## config.mk

```make
export PLATFORM = sky130hd
export DESIGN_NAME = nf_clap_pattern_detector
export DESIGN_NICKNAME = d
export VERILOG_FILES = /design/src/rtl/nf_clap_pkg.sv /design/src/rtl/nf_abs_sat.sv /design/src/rtl/nf_clap_pattern_detector.sv
export SDC_FILE = /design/constraint.sdc
export NUM_CORES = 1
export LEC_CHECK = 0
export BUFFER_PORTS_ARGS = -buffer_cell sky130_fd_sc_hd__buf_2
export CAP_MARGIN = 25
export CORE_MARGIN = 1
export CORE_UTILIZATION = 50
export CTS_CLUSTER_DIAMETER = 60
export DETAILED_ROUTE_END_ITERATION = 16
export GPL_TIMING_DRIVEN = 1
export PLACE_DENSITY = 0.65
export SLEW_MARGIN = 20
export SYNTH_ARGS = -nofsm -noshare
export SYNTH_HDL_FRONTEND = slang
export SYNTH_SLANG_ARGS = --single-unit
export TNS_END_PERCENT = 5
```

## constraint.sdc

```tcl
create_clock -name clk -period 4.2 [get_ports clk]
set_input_delay 1.05 -clock clk [delete_from_list [all_inputs] [get_ports clk]]
set_output_delay 1.05 -clock clk [all_outputs]
set_load 0.02 [all_outputs]
```

## src/rtl/nf_clap_pkg.sv

```systemverilog
// Shared types, default parameter values and the saturating-magnitude helper
// for the clap pattern detector.
package nf_clap_pkg;

    typedef enum logic [1:0] {
        IDLE    = 2'd0,
        REFRACT = 2'd1,
        ARMED   = 2'd2,
        LOCKOUT = 2'd3
    } state_t;

    localparam int unsigned DEF_SAMPLE_W        = 16;
    localparam int unsigned DEF_THRESH          = 12000;
    localparam int unsigned DEF_REFRACT_SAMPLES = 2400;
    localparam int unsigned DEF_WINDOW_SAMPLES  = 48000;
    localparam int unsigned DEF_CLAPS_N         = 2;
    localparam int unsigned CLAP_CNT_W          = 4;

    // |x| for a w-bit two's-complement value held sign-extended in 32 bits;
    // the most negative code clips to the largest positive code.
    function automatic logic [31:0] abs_sat(input logic signed [31:0] x,
                                            input int unsigned        w);
        logic [31:0] lim;
        logic [31:0] mag;
        lim = (32'd1 << (w - 32'd1)) - 32'd1;
        mag = x[31] ? 32'(-x) : 32'(x);
        if (mag > lim) begin
            mag = lim;
        end
        return mag;
    endfunction

endpackage

```

## src/rtl/nf_abs_sat.sv

```systemverilog
// Combinational saturating magnitude of a signed audio sample.
module nf_abs_sat
    import nf_clap_pkg::*;
#(
    parameter int unsigned SAMPLE_W = DEF_SAMPLE_W
) (
    input  logic signed [SAMPLE_W-1:0] sample_in,
    output logic        [SAMPLE_W-2:0] mag_c
);

    localparam int unsigned MAG_W = SAMPLE_W - 1;

    always_comb begin
        mag_c = MAG_W'(abs_sat(32'(sample_in), SAMPLE_W));
    end

endmodule

```

## src/rtl/nf_clap_pattern_detector.sv

```systemverilog
// N-clap pattern detector: magnitude threshold, refractory lockout, time window.
// Optional peak_level output when NF_CLAP_PEAK_OUT_EN is defined.
module nf_clap_pattern_detector
    import nf_clap_pkg::*;
#(
    parameter int unsigned SAMPLE_W        = DEF_SAMPLE_W,
    parameter int unsigned THRESH          = DEF_THRESH,
    parameter int unsigned REFRACT_SAMPLES = DEF_REFRACT_SAMPLES,
    parameter int unsigned WINDOW_SAMPLES  = DEF_WINDOW_SAMPLES,
    parameter int unsigned CLAPS_N         = DEF_CLAPS_N
) (
    input  logic                       clk,
    input  logic                       resetn,
    input  logic                       enable,
    input  logic                       sample_valid,
    input  logic signed [SAMPLE_W-1:0] sample_in,
    output logic                       clap_pulse,
    output logic                       pattern_detected,
    output logic [CLAP_CNT_W-1:0]      clap_count,
    output logic                       busy
`ifdef NF_CLAP_PEAK_OUT_EN
    ,
    output logic [SAMPLE_W-2:0]        peak_level
`endif
);

    localparam int unsigned CNT_W = $clog2(WINDOW_SAMPLES + 1);
    localparam int unsigned MAG_W = SAMPLE_W - 1;

    localparam logic [MAG_W-1:0]      THRESH_V  = MAG_W'(THRESH);
    localparam logic [CNT_W-1:0]      REFRACT_V = CNT_W'(REFRACT_SAMPLES);
    localparam logic [CNT_W-1:0]      WINDOW_V  = CNT_W'(WINDOW_SAMPLES);
    localparam logic [CLAP_CNT_W-1:0] CLAPS_V   = CLAP_CNT_W'(CLAPS_N);

    state_t                  state_q, state_d;
    logic [CNT_W-1:0]        win_q, win_d;
    logic [CNT_W-1:0]        ref_q, ref_d;
    logic [CLAP_CNT_W-1:0]   cnt_q, cnt_d;
    logic                    clap_q, clap_d;
    logic                    pat_q, pat_d;
    logic                    busy_q, busy_d;

    logic [MAG_W-1:0]        mag_c;
    logic                    hit_c;
    logic [CNT_W-1:0]        win_inc_c;
    logic [CNT_W-1:0]        ref_inc_c;
    logic [CLAP_CNT_W-1:0]   cnt_inc_c;

    nf_abs_sat #(
        .SAMPLE_W (SAMPLE_W)
    ) u_abs_sat (
        .sample_in (sample_in),
        .mag_c     (mag_c)
    );

    // Event qualification and saturating counter increments.
    always_comb begin
        hit_c     = sample_valid & enable & (mag_c >= THRESH_V);
        win_inc_c = (win_q == WINDOW_V)  ? win_q : win_q + CNT_W'(1);
        ref_inc_c = (ref_q == REFRACT_V) ? ref_q : ref_q + CNT_W'(1);
        cnt_inc_c = cnt_q + CLAP_CNT_W'(1);
    end

    // Next-state and pulse generation; counters move only on valid samples.
    always_comb begin
        state_d = state_q;
        win_d   = win_q;
        ref_d   = ref_q;
        cnt_d   = cnt_q;
        clap_d  = 1'b0;
        pat_d   = 1'b0;

        if (!enable) begin
            state_d = IDLE;
            win_d   = '0;
            ref_d   = '0;
            cnt_d   = '0;
        end else begin
            unique case (state_q)
                IDLE: begin
                    if (hit_c) begin
                        clap_d = 1'b1;
                        cnt_d  = CLAP_CNT_W'(1);
                        win_d  = '0;
                        ref_d  = '0;
                        if (CLAPS_N == 1) begin
                            pat_d   = 1'b1;
                            cnt_d   = '0;
                            state_d = LOCKOUT;
                        end else begin
                            state_d = REFRACT;
                        end
                    end
                end

                REFRACT: begin
                    if (sample_valid) begin
                        win_d = win_inc_c;
                        ref_d = ref_inc_c;
                        if (win_inc_c == WINDOW_V) begin
                            state_d = IDLE;
                            cnt_d   = '0;
                            win_d   = '0;
                            ref_d   = '0;
                        end else if (ref_inc_c == REFRACT_V) begin
                            state_d = ARMED;
                        end
                    end
                end

                ARMED: begin
                    if (sample_valid) begin
                        win_d = win_inc_c;
                        // Expiry outranks a hit landing on the same sample.
                        if (win_inc_c == WINDOW_V) begin
                            state_d = IDLE;
                            cnt_d   = '0;
                            win_d   = '0;
                            ref_d   = '0;
                        end else if (hit_c) begin
                            clap_d = 1'b1;
                            ref_d  = '0;
                            if (cnt_inc_c == CLAPS_V) begin
                                pat_d   = 1'b1;
                                cnt_d   = '0;
                                win_d   = '0;
                                state_d = LOCKOUT;
                            end else begin
                                cnt_d   = cnt_inc_c;
                                state_d = REFRACT;
                            end
                        end
                    end
                end

                LOCKOUT: begin
                    if (sample_valid) begin
                        ref_d = ref_inc_c;
                        if (ref_inc_c == REFRACT_V) begin
                            state_d = IDLE;
                            ref_d   = '0;
                        end
                    end
                end

                default: begin
                    state_d = IDLE;
                    win_d   = '0;
                    ref_d   = '0;
                    cnt_d   = '0;
                end
            endcase
        end

        busy_d = (state_d != IDLE);
    end

    always_ff @(posedge clk or negedge resetn) begin
        if (!resetn) begin
            state_q <= IDLE;
            win_q   <= '0;
            ref_q   <= '0;
            cnt_q   <= '0;
            clap_q  <= 1'b0;
            pat_q   <= 1'b0;
            busy_q  <= 1'b0;
        end else begin
            state_q <= state_d;
            win_q   <= win_d;
            ref_q   <= ref_d;
            cnt_q   <= cnt_d;
            clap_q  <= clap_d;
            pat_q   <= pat_d;
            busy_q  <= busy_d;
        end
    end

    assign clap_pulse       = clap_q;
    assign pattern_detected = pat_q;
    assign clap_count       = cnt_q;
    assign busy             = busy_q;

`ifdef NF_CLAP_PEAK_OUT_EN
    logic [MAG_W-1:0] run_max_q, run_max_d;
    logic [MAG_W-1:0] peak_q, peak_d;
    logic [MAG_W-1:0] clap_max_c;

    // Running max over the accepted claps of the current window.
    always_comb begin
        clap_max_c = (mag_c > run_max_q) ? mag_c : run_max_q;
        run_max_d  = run_max_q;
        peak_d     = peak_q;
        if (state_d == IDLE) begin
            run_max_d = '0;
        end else if (clap_d) begin
            run_max_d = clap_max_c;
        end
        if (pat_d) begin
            peak_d = clap_max_c;
        end
    end

    always_ff @(posedge clk or negedge resetn) begin
        if (!resetn) begin
            run_max_q <= '0;
            peak_q    <= '0;
        end else begin
            run_max_q <= run_max_d;
            peak_q    <= peak_d;
        end
    end

    assign peak_level = peak_q;
`endif

endmodule

```

==> impl_metrics.yaml <==
outcome:
  outcome: "finished clean"
logic_synthesis:
  synth_area_leaders: "sky130_fd_sc_hd__dfrtp_1 29%, sky130_fd_sc_hd__o21ai_0 6.3%, sky130_fd_sc_hd__ha_1 4.0%, sky130_fd_sc_hd__inv_1 3.8%, sky130_fd_sc_hd__nand4_1 3.4%"
  number_of_enable_type_register_cells_in_the_synthesized_netlist: 0
  post-synth-top-area-cell: "sky130_fd_sc_hd__dfrtp_1"
  ys_seq_area_share_pct: 29.5
  syn-instance-count: 441
  post-synth-top-area-fraction_pct: 29.5
  synth_cell_types: 74
  synthesis.area_per_instance_um2: 7.90
  post_synthesis_sequential_element_count: 41
  netlist_area_um2: 3480
  postSynth.asyncResetShare_pct: 100
  yosysWarnings: 0
  postSynth.topFlopCell: "sky130_fd_sc_hd__dfrtp_1"
  synth_fp_nets: 472
min_path:
  timing.hold.worst_endpoint: "ref_q[10]$_DFFE_PN0P_"
  hold_start: "ref_q[10]$_DFFE_PN0P_"
  worstHoldPathCells: 1
  hold_path.class: "reg2reg"
floorplan:
  start_util_pct: 51.6
  chipWidth_um: 85.5
  floorplan.core_area_um2: 6760
  num_io_pins: 27
  floorplan.die.height_um: 85.5
  fp-row-count: 30
  die_area_um2: 7300
setup_path:
  worstSetupPathType: "in2reg"
  timing.critical_path.max_delay_family: "simple AND/OR/NAND/NOR gates"
  max_stage_delay_ns: 0.57
  regToRegEndpoint: "ref_q[3]$_DFFE_PN0P_"
  worst-path-max-fanout: 13
  critical_path.slowest_cell: "sky130_fd_sc_hd__or4_4"
  crit_arrival_ns: 3.97
  chain_of_cells_forming_the_critical_path: "buf_2 -> or4_4 -> o41ai_1 -> xor2_1 -> nor3_1 -> nand3_2 -> a31o_2 -> or3_4 -> or3_1 -> o21ai_0"
  timing.critical_path.to_type: "flip-flop"
  worst_r2r_path_depth: 12
  rr_startpoint: "win_q[1]$_DFFE_PN0P_"
  setup.worst_path.start_class: "input pin"
  setup.reg_to_reg.worst_slack_ns: 0.47
  critical_path_buf_inv_count: 1
  required_ns: 4.41
clock_network:
  clkSlewWorstSetupHoldPaths_ns: 0.09
  clock-root-buffer: "sky130_fd_sc_hd__clkbuf_8"
  cts_buffer_depth: 2
  ctsResizeCount: 0
  cts_num_sinks: 41
  cts_hold_repair.buffers: 0
  postCtsSetupRepairBufs: 0
  cts-buffers-inserted: 5
  htreeDepth: 2
  cts_tree: "done"
  clkLatencyLatePin_ns: 0.30
cells_and_area:
  num-nets-final: 487
  commonest_non_fill_non_tap_cells_in_the_layout: "44 x sky130_fd_sc_hd__o21ai_0, 41 x sky130_fd_sc_hd__dfrtp_1, 35 x sky130_fd_sc_hd__inv_1"
  mostFrequentLayoutCell: "sky130_fd_sc_hd__o21ai_0"
  insertedDiodeCount: 0
  syn2layout_area_growth_pct: 9.95
  final_cell_count_no_fill: 537
  nFillCells: 629
  drive_gt1_share_pct: 13.3
timing:
  fin_worst_skew_ns: 0.0124
  timing.final.hold_violations: 0
  setup_total_negative_slack_ns: 0
  report.final.slew_viol_count: 0
  min_period_ns: 3.76
  clock.fmax_mhz: 266
  timing.final.setup_violations: 0
  period_utilization_pct: 89.6
  setup_repair_after_global_routing_missed_its_margin: "false"
  worst-slew-pin-transition_ns: 0.918
  slew-limit-headroom_pct: 38.5
placed_design:
  dp.final_hpwl_um: 6090
  gp_congestion: 0.850
  io_buffers: 26
  dp_cells: 528
grt:
  grt_antenna_before_repair: 0
  grt_first_pass_wirelength_um: 14400
  grt-ovfl-total: 0
  grt_use_total_pct: 24.1
  vias_in_the_first_global_route: 3096
  grt_max_degree: 42
pwr:
  static-leakage-power_uw: 0.00149
  vdd_ir_drop_max_mv: 0.296
  pwr_density_cell_nw_per_um2: 349
flow_run:
  cap_violations: 0
route:
  drt-total-wl_um: 8500
  avgViaCountPerCell: 6.35
  post_drt_wl_per_cell_um: 15.8
  detail_route.iter0.violations: 248
  ant_nets: 0
  dr_total_vias: 3408
  drcViolationCount: 0
  first_pass_iters: 4
==> worst reg2reg max path: stages (launching register included) <==
cell                       delay (ns)
sky130_fd_sc_hd__dfrtp_1         0.48
sky130_fd_sc_hd__inv_1           0.09
sky130_fd_sc_hd__ha_1            0.13
sky130_fd_sc_hd__or4bb_1         0.53
sky130_fd_sc_hd__nor4_4          0.38
sky130_fd_sc_hd__mux2_2          0.38
sky130_fd_sc_hd__nor4_1          0.34
sky130_fd_sc_hd__buf_4           0.19
sky130_fd_sc_hd__nand3_2         0.13
sky130_fd_sc_hd__a21oi_1         0.31
sky130_fd_sc_hd__o21bai_2        0.27
sky130_fd_sc_hd__o21bai_1        0.23
sky130_fd_sc_hd__a21o_1          0.18
==> cells by family after synthesis <==
group | after synthesis | synth area share (%)
fa+ha+maj | 11 | 3.95
buf+inv | 61 | 6.97
flops | 41 | 29.5
mux | 5 | 1.51
xor+xnor | 10 | 2.51
compound gates | 130 | 25.1
simple gates | 183 | 30.5
==> worst max path at each step <==
stage,from,endpoint,cells after the start
3_5_place_dp,sample_in[11],ref_q[10]$_DFFE_PN0P_,10
3_3_place_gp,sample_in[11],ref_q[10]$_DFFE_PN0P_,10
5_1_grt,sample_in[7],win_q[4]$_DFFE_PN0P_,10
4_1_cts,win_q[1]$_DFFE_PN0P_,ref_q[3]$_DFFE_PN0P_,12
2_1_floorplan,sample_in[5],win_q[3]$_DFFE_PN0P_,10
6_report,sample_in[5],win_q[4]$_DFFE_PN0P_,10
==> metrics by stage <==
step / hold WS [ns] / power, uW / setup slack, ns / cell area [um^2] / utilization [%]
floorplan: 0.476 / 815 / 0.449 / 3480 / -
detailed placement: 0.533 / 986 / 0.0558 / 3680 / 54.4
CTS: 0.548 / 1330 / 0.288 / 3800 / 56.2
global placement: 0.519 / 980 / 0.130 / 3680 / 54.4
global route: 0.577 / 1410 / 0.239 / 3830 / 56.7
finish: 0.549 / 1340 / 0.435 / 3830 / 56.7
==> registers in the layout, summed over array words and instances (netlist names) <==
signal	flops
clap_pulse	1
state_q	2
clap_count	4
win_q	16
busy	1
ref_q	16
pattern_detected	1
==> power by group <==
part           internal (uW)  switching, uW  leakage (uW)  total, uW
Clock                    194            152     0.0000574        346
Combinational            206            344      0.000862        549
Sequential               416           24.8      0.000569        441
==> cell usage after synthesis (4+ instances only) <==
cell type / number
sky130_fd_sc_hd__a211oi_1: 4
sky130_fd_sc_hd__a21oi_1: 17
sky130_fd_sc_hd__a31oi_1: 7
sky130_fd_sc_hd__and2_1: 6
sky130_fd_sc_hd__and3_1: 4
sky130_fd_sc_hd__and4_1: 5
sky130_fd_sc_hd__buf_2: 5
sky130_fd_sc_hd__clkbuf_1: 19
sky130_fd_sc_hd__dfrtp_1: 41
sky130_fd_sc_hd__ha_1: 11
sky130_fd_sc_hd__inv_1: 35
sky130_fd_sc_hd__nand2_1: 27
sky130_fd_sc_hd__nand2b_1: 7
sky130_fd_sc_hd__nand3_1: 22
sky130_fd_sc_hd__nand4_1: 19
sky130_fd_sc_hd__nor2_1: 22
sky130_fd_sc_hd__nor3_1: 18
sky130_fd_sc_hd__nor4_1: 8
sky130_fd_sc_hd__o211ai_1: 4
sky130_fd_sc_hd__o21ai_0: 44
sky130_fd_sc_hd__o31ai_1: 6
sky130_fd_sc_hd__o41ai_1: 5
sky130_fd_sc_hd__or3_1: 15
sky130_fd_sc_hd__xnor2_1: 6
sky130_fd_sc_hd__xor2_1: 4
==> per-layer routing <==
| layer | GRT usage, % | wire length (um) | up-vias |
|---|---|---|---|
| li1 | - | - | 1695 |
| met1 | 33.8 | 4210 | 1630 |
| met2 | 38.7 | 3870 | 78 |
| met3 | 4.57 | 358 | 5 |
| met4 | 5.00 | 60 | 0 |
| met5 | 0 | 0 | - |
==> area by class of cell <==
class | instances | area [um^2] | share of cell area, %
Inverter | 35 | 131 | 3.43
Timing Repair Buffer | 34 | 223 | 5.82
Sequential cell | 41 | 1030 | 26.8
Clock inverter | 2 | 37.5 | 0.980
Tap cell | 80 | 100 | 2.61
Multi-Input combinational cell | 339 | 2230 | 58.2
Clock buffer | 6 | 82.6 | 2.16
Power figures use the tool's default switching activity.
